--- config.mk ---
export PLATFORM = sky130hd
export DESIGN_NAME = serial_paralelo_rx
export DESIGN_NICKNAME = d
export VERILOG_FILES = /design/src/rtl/serial_paralelo_rx.sv
export SDC_FILE = /design/constraint.sdc
export NUM_CORES = 1
export LEC_CHECK = 0
export CAP_MARGIN = 20
export CORE_MARGIN = 2
export CORE_UTILIZATION = 50
export CTS_CLUSTER_SIZE = 10
export DETAILED_ROUTE_END_ITERATION = 8
export DONT_BUFFER_PORTS = 1
export HOLD_SLACK_MARGIN = 0.05
export PLACE_DENSITY = 0.73
export SYNTH_ARGS = -nofsm -noshare
export SYNTH_HDL_FRONTEND = slang
export SYNTH_SLANG_ARGS = --single-unit
--- constraint.sdc ---
create_clock -name clk32_f -period 1.66 [get_ports clk32_f]
set_clock_uncertainty 0.2 [all_clocks]
set_input_delay 0.249 -clock clk32_f [delete_from_list [all_inputs] [get_ports clk32_f]]
set_output_delay 0.249 -clock clk32_f [all_outputs]
set_load 0.01 [all_outputs]
--- src/rtl/serial_paralelo_rx.sv ---
// serial_paralelo_rx: byte-alignment receiver for an MSB-first serial stream.
// Finds byte phase from the idle comma, declares lock after COMMA_LOCK aligned
// commas, then emits one parallel byte per boundary with a strobe and a valid
// flag (valid only for non-comma bytes). Single bit-rate clock throughout.
`timescale 1ns/1ps

module serial_paralelo_rx #(
    parameter logic [7:0]  COMMA      = 8'hBC,
    parameter int unsigned COMMA_LOCK = 4
) (
    input  logic       clk32_f,
    input  logic       reset,
    input  logic       data_in,
    output logic [7:0] data_out,
    output logic       valid_out,
    output logic       byte_strobe,
    output logic       active_out
);

    typedef enum logic [1:0] {
        ST_SEARCH = 2'd0,
        ST_ALIGN  = 2'd1,
        ST_LOCKED = 2'd2
    } state_t;

    localparam logic [3:0] LOCK_CNT = 4'(COMMA_LOCK);

    state_t     r_state;
    state_t     w_state_nxt;

    // Only the last seven received bits are ever needed: together with the
    // incoming bit they form the byte window completed this cycle.
    logic [6:0] r_sr;
    logic [2:0] r_bit_cnt;
    logic [2:0] w_bit_cnt_nxt;
    logic [3:0] r_comma_cnt;
    logic [3:0] w_comma_cnt_nxt;

    logic [7:0] r_data;
    logic [7:0] w_data_nxt;
    logic       r_valid;
    logic       w_valid_nxt;
    logic       r_strobe;
    logic       w_strobe_nxt;
    logic       r_active;
    logic       w_active_nxt;

    logic [7:0] w_window;
    logic       w_is_comma;
    logic       w_boundary;

    assign w_window   = {r_sr, data_in};
    assign w_is_comma = (w_window == COMMA);
    assign w_boundary = (r_bit_cnt == 3'd7);

    assign data_out    = r_data;
    assign valid_out   = r_valid;
    assign byte_strobe = r_strobe;
    assign active_out  = r_active;

    // State register for the alignment FSM.
    always_ff @(posedge clk32_f) begin
        // NOTE: sequential state always uses non-blocking (<=) so every
        // register samples the pre-edge values of the others.
        if (reset) begin
            r_state <= ST_SEARCH;
        end else begin
            r_state <= w_state_nxt;
        end
    end

    // Next-state, counter and output decode for the alignment FSM.
    always_comb begin
        // NOTE: every signal gets a default first so no path leaves it
        // unassigned, which would otherwise infer a latch.
        w_state_nxt     = r_state;
        w_bit_cnt_nxt   = r_bit_cnt + 3'd1;
        w_comma_cnt_nxt = r_comma_cnt;
        w_data_nxt      = r_data;
        w_valid_nxt     = 1'b0;
        w_strobe_nxt    = 1'b0;
        w_active_nxt    = r_active;

        unique case (r_state)
            ST_SEARCH: begin
                // Any bit phase may complete a comma; a hit fixes the phase so
                // the next bit is the MSB of the following byte.
                if (w_is_comma) begin
                    w_bit_cnt_nxt   = 3'd0;
                    w_comma_cnt_nxt = 4'd1;
                    w_state_nxt     = ST_ALIGN;
                end
            end

            ST_ALIGN: begin
                // Confirm the phase: only boundary windows are inspected.
                if (w_boundary) begin
                    if (w_is_comma) begin
                        w_comma_cnt_nxt = r_comma_cnt + 4'd1;
                        if ((r_comma_cnt + 4'd1) == LOCK_CNT) begin
                            w_state_nxt  = ST_LOCKED;
                            w_active_nxt = 1'b1;
                        end
                    end else begin
                        // Wrong phase (or false early match): hunt again
                        // starting with the next bit.
                        w_comma_cnt_nxt = 4'd0;
                        w_state_nxt     = ST_SEARCH;
                    end
                end
            end

            ST_LOCKED: begin
                // Lock is sticky; each boundary delivers one byte. A comma is
                // delivered too, but flagged as not valid.
                if (w_boundary) begin
                    w_data_nxt   = w_window;
                    w_strobe_nxt = 1'b1;
                    w_valid_nxt  = !w_is_comma;
                end
            end

            default: begin
                w_state_nxt     = ST_SEARCH;
                w_comma_cnt_nxt = 4'd0;
            end
        endcase
    end

    // Shift register, counters and registered outputs.
    always_ff @(posedge clk32_f) begin
        // NOTE: only these few control/data registers are reset; there is no
        // memory array here, and reset also discards any partial byte.
        if (reset) begin
            r_sr        <= 7'd0;
            r_bit_cnt   <= 3'd0;
            r_comma_cnt <= 4'd0;
            r_data      <= 8'd0;
            r_valid     <= 1'b0;
            r_strobe    <= 1'b0;
            r_active    <= 1'b0;
        end else begin
            r_sr        <= w_window[6:0];
            r_bit_cnt   <= w_bit_cnt_nxt;
            r_comma_cnt <= w_comma_cnt_nxt;
            r_data      <= w_data_nxt;
            r_valid     <= w_valid_nxt;
            r_strobe    <= w_strobe_nxt;
            r_active    <= w_active_nxt;
        end
    end

endmodule

==> run_results.csv <==
group,metric,value,unit
die,io_pins,14,
layout,syn_to_final_growth,16.5,%
global_route,grtUsageTotal,17.4,%
synth,yosys.area.top_type,"dfxtp_1",
clock_tree,clk_pin_slew,0.14,ns
routing,drt_iter0_markers,27,
routing,postRouteAntennaNets,0,
clock_tree,cts_buffers,3,
routing,wire_per_inst,13.6,µm
routing,vias_per_cell,5.56,
layout,fin_nets,125,
critical_path,arrival,1.66,ns
critical_path,cp-start-kind,"flop",
place,dp_cells,134,
synth,avgSynthCellArea,10.3,µm²
worst_hold_path,holdPathStages,1,
clock_tree,clockBufferDepth,2,
sta,finalCriticalPeriod,1.63,ns
global_route,grt_pass1_vias,765,
synth,yosysWarningCount,0,
layout,num_antenna_cells,0,
critical_path,cp_max_fo,7,
pwr,seqPwrFrac,66.4,%
layout,mostFrequentLayoutCell,"dfxtp_1",
sta,relSlewSlack,75.9,%
clock_tree,clk_latency,0.33,ns
sta,final_hold_viol_count,20,
global_route,antenna_found_initial,0,
pwr,power,1.01,mW
pwr,irDropWorstVdd,569,µV
clock_tree,cts_tree,"yes",
synth,synth_top_area_share,48.2,%
die,die_x,51.4,µm
layout,layout-drive-gt1-share,17.1,%
critical_path,endpoint_kind,"flop",
die,num_rows,17,
flow_run,maxCapViolations,0,
pwr,power_frac_comb,4.9,%
synth,syn_nets,116,
layout,final_cell_mix,"27 x dfxtp_1, 12 x nor2_1, 8 x mux2i_1, 8 x nor2b_1, 7 x dlygate4sd3_1",
synth,ys_seq_elements,27,
sta,tns,0,ns
critical_path,reg2reg_depth,6,
place,routabilityCongestion,0.771,
place,hpwlAfterDp,1310,µm
sta,setup_violations,0,
pwr,clockPowerShare,28.8,%
pwr,p_switching,0.226,mW
pwr,internal_power,0.784,mW
status,status,"finished with violations",
pwr,power_density,773,mW/mm²
global_route,grt_pass1_wl,3380,µm
worst_hold_path,whs_endpoint,"data_out[0]",
critical_path,r2r_end,"r_comma_cnt[0]",
critical_path,r2r_slack,0.03,ns
sta,hold_ws,-0.232,ns
worst_hold_path,worstHoldStart,"reset",
place,port_buffers,0,
die,dieArea,0.00264,mm²
status,violations,"hold timing",
clock_tree,htreeDepth,1,
synth,ys_seq_area_share,48.2,%
synth,synth_area_leaders,"dfxtp_1 48%, mux2i_1 7.1%, ha_1 4.5%, nor2b_1 4.5%, nor2_1 4.4%",
routing,postRouteWirelength,1970,µm
worst_hold_path,hold_class,"primary input to flop",
clock_tree,cts_root_buf,"clkbuf_4",
synth,syn_inst,109,
layout,instances_no_fill,145,
die,dieHeight,51.4,µm
critical_path,timing.rr.start,"r_bit_cnt[0]",
routing,vias,806,
sta,min_period_over_period,98.0,%
die,core,0.00217,mm²
synth,yosysUniqueCellTypes,34,
global_route,grt_max_degree,30,
die,initial_core_util,51.7,%
clock_tree,cts_hold_buf,7,
sta,max_freq,614,MHz
sta,tightestPinTransition,0.361,ns
clock_tree,clock_sinks,27,
critical_path,crit_type,"flop to flop",
routing,first_pass_iters,4,
global_route,overflow,0,
layout,fillers,187,
critical_path,worstPathRequired,1.70,ns
synth,syn-cell-area,0.00112,mm²
pwr,leakagePower,0.545,nW
pwr,swShare,22.4,%
routing,drc,0,
layout,utilization,60.2,%
sta,drv_slew,0,
==> area by class of cell <==
| type | count | area (µm²) | area share [%] |
|---|---|---|---|
| Multi-Input combinational cell | 72 | 577 | 44.2 |
| Sequential cell | 27 | 541 | 41.4 |
| Timing Repair Buffer | 11 | 113 | 8.62 |
| Tap cell | 28 | 35.0 | 2.68 |
| Clock buffer | 3 | 22.5 | 1.72 |
| Inverter | 3 | 11.3 | 0.862 |
| Clock inverter | 1 | 7.51 | 0.575 |
==> power by group through the flow <==
stage | clock network, mW | logic, mW | registers, mW
floorplan | 0 | 0.0343 | 0.684
global placement | 0 | 0.0392 | 0.682
detailed placement | 0 | 0.0414 | 0.684
CTS | 0.300 | 0.0470 | 0.670
global route | 0.322 | 0.0544 | 0.672
finish | 0.290 | 0.0494 | 0.670
==> cells in the mapped netlist <==
library cell / count
mux2i_1: 8
and4_1: 1
nor4b_1: 1
o21ai_1: 2
nor3_1: 2
and4b_4: 1
o21a_1: 1
nand2b_1: 4
nand3_2: 1
nor2_1: 13
and4bb_4: 1
o31ai_1: 1
a32oi_1: 1
a21o_1: 2
nand3_4: 1
and2_1: 1
or3b_1: 1
a211o_1: 1
buf_1: 2
ha_1: 4
a31o_1: 1
and2_4: 1
o32ai_1: 2
nor2b_1: 8
o2111ai_1: 1
a211oi_2: 1
buf_2: 5
a21oi_1: 3
nand3b_1: 3
dfxtp_1: 27
nand4_1: 2
nand2_1: 1
inv_1: 3
nor3b_1: 2
==> how the worst max path moves through the flow <==
stage / cells after the start / startpoint / endpoint
2_1_floorplan: 7 / r_bit_cnt[0] / data_out[0]
3_3_place_gp: 6 / r_bit_cnt[0] / data_out[2]
3_5_place_dp: 6 / r_bit_cnt[0] / data_out[0]
4_1_cts: 5 / r_comma_cnt[0] / active_out
5_1_grt: 6 / r_bit_cnt[0] / r_comma_cnt[0]
6_report: 6 / r_bit_cnt[0] / r_comma_cnt[0]
==> routing by layer <==
layer  track usage, %  vias to the layer above  wire length (µm)
li1                 -                      401                 -
met1             21.7                      386               856
met2             27.7                       14               999
met3             4.09                        5                66
met4             9.21                        0                45
met5                0                        -                 0
==> sequential cells by signal, indices dropped and copies added, names as in the netlist <==
| name | flops |
|---|---|
| data_out | 8 |
| r_sr | 7 |
| r_comma_cnt | 4 |
| r_bit_cnt | 3 |
| r_state | 2 |
| active_out | 1 |
| byte_strobe | 1 |
| valid_out | 1 |
==> per-stage QoR <==
step	setup slack (ns)	area, µm²	hold slack [ns]
detailed placement	0.0212	1170	0.126
global placement	0.0513	1170	0.124
CTS	0.00146	1270	-0.241
floorplan	0.000765	1120	0.177
finish	0.0325	1310	-0.232
global route	-0.0236	1310	-0.255
==> repair_timing <==
| item | CTS | global route |
|---|---|---|
| pin swaps | 0 | 3 |
| setup buffers | 0 | 0 |
| setup endpoints to repair | 2 | 6 |
| gates resized for setup | 1 | 6 |
| endpoints found under the hold margin | 27 | 20 |
==> critical path, stage by stage, from the launching register on <==
cell and delay, ns:
dfxtp_1 0.37, ha_1 0.19, ha_4 0.19, buf_4 0.13
nand4_1 0.08, o21a_1 0.11, o31ai_1 0.26
==> cell families after synthesis <==
family | share of synthesized area, %
buffers and inverters | 3.91
AO/OA/AOI/OAI | 10.7
multiplexers | 7.14
flip-flops | 48.2
AND/OR/NAND/NOR | 25.6
adder cells (fa/ha/maj) | 4.46
Note: power is estimated with default switching activity, not from simulation.
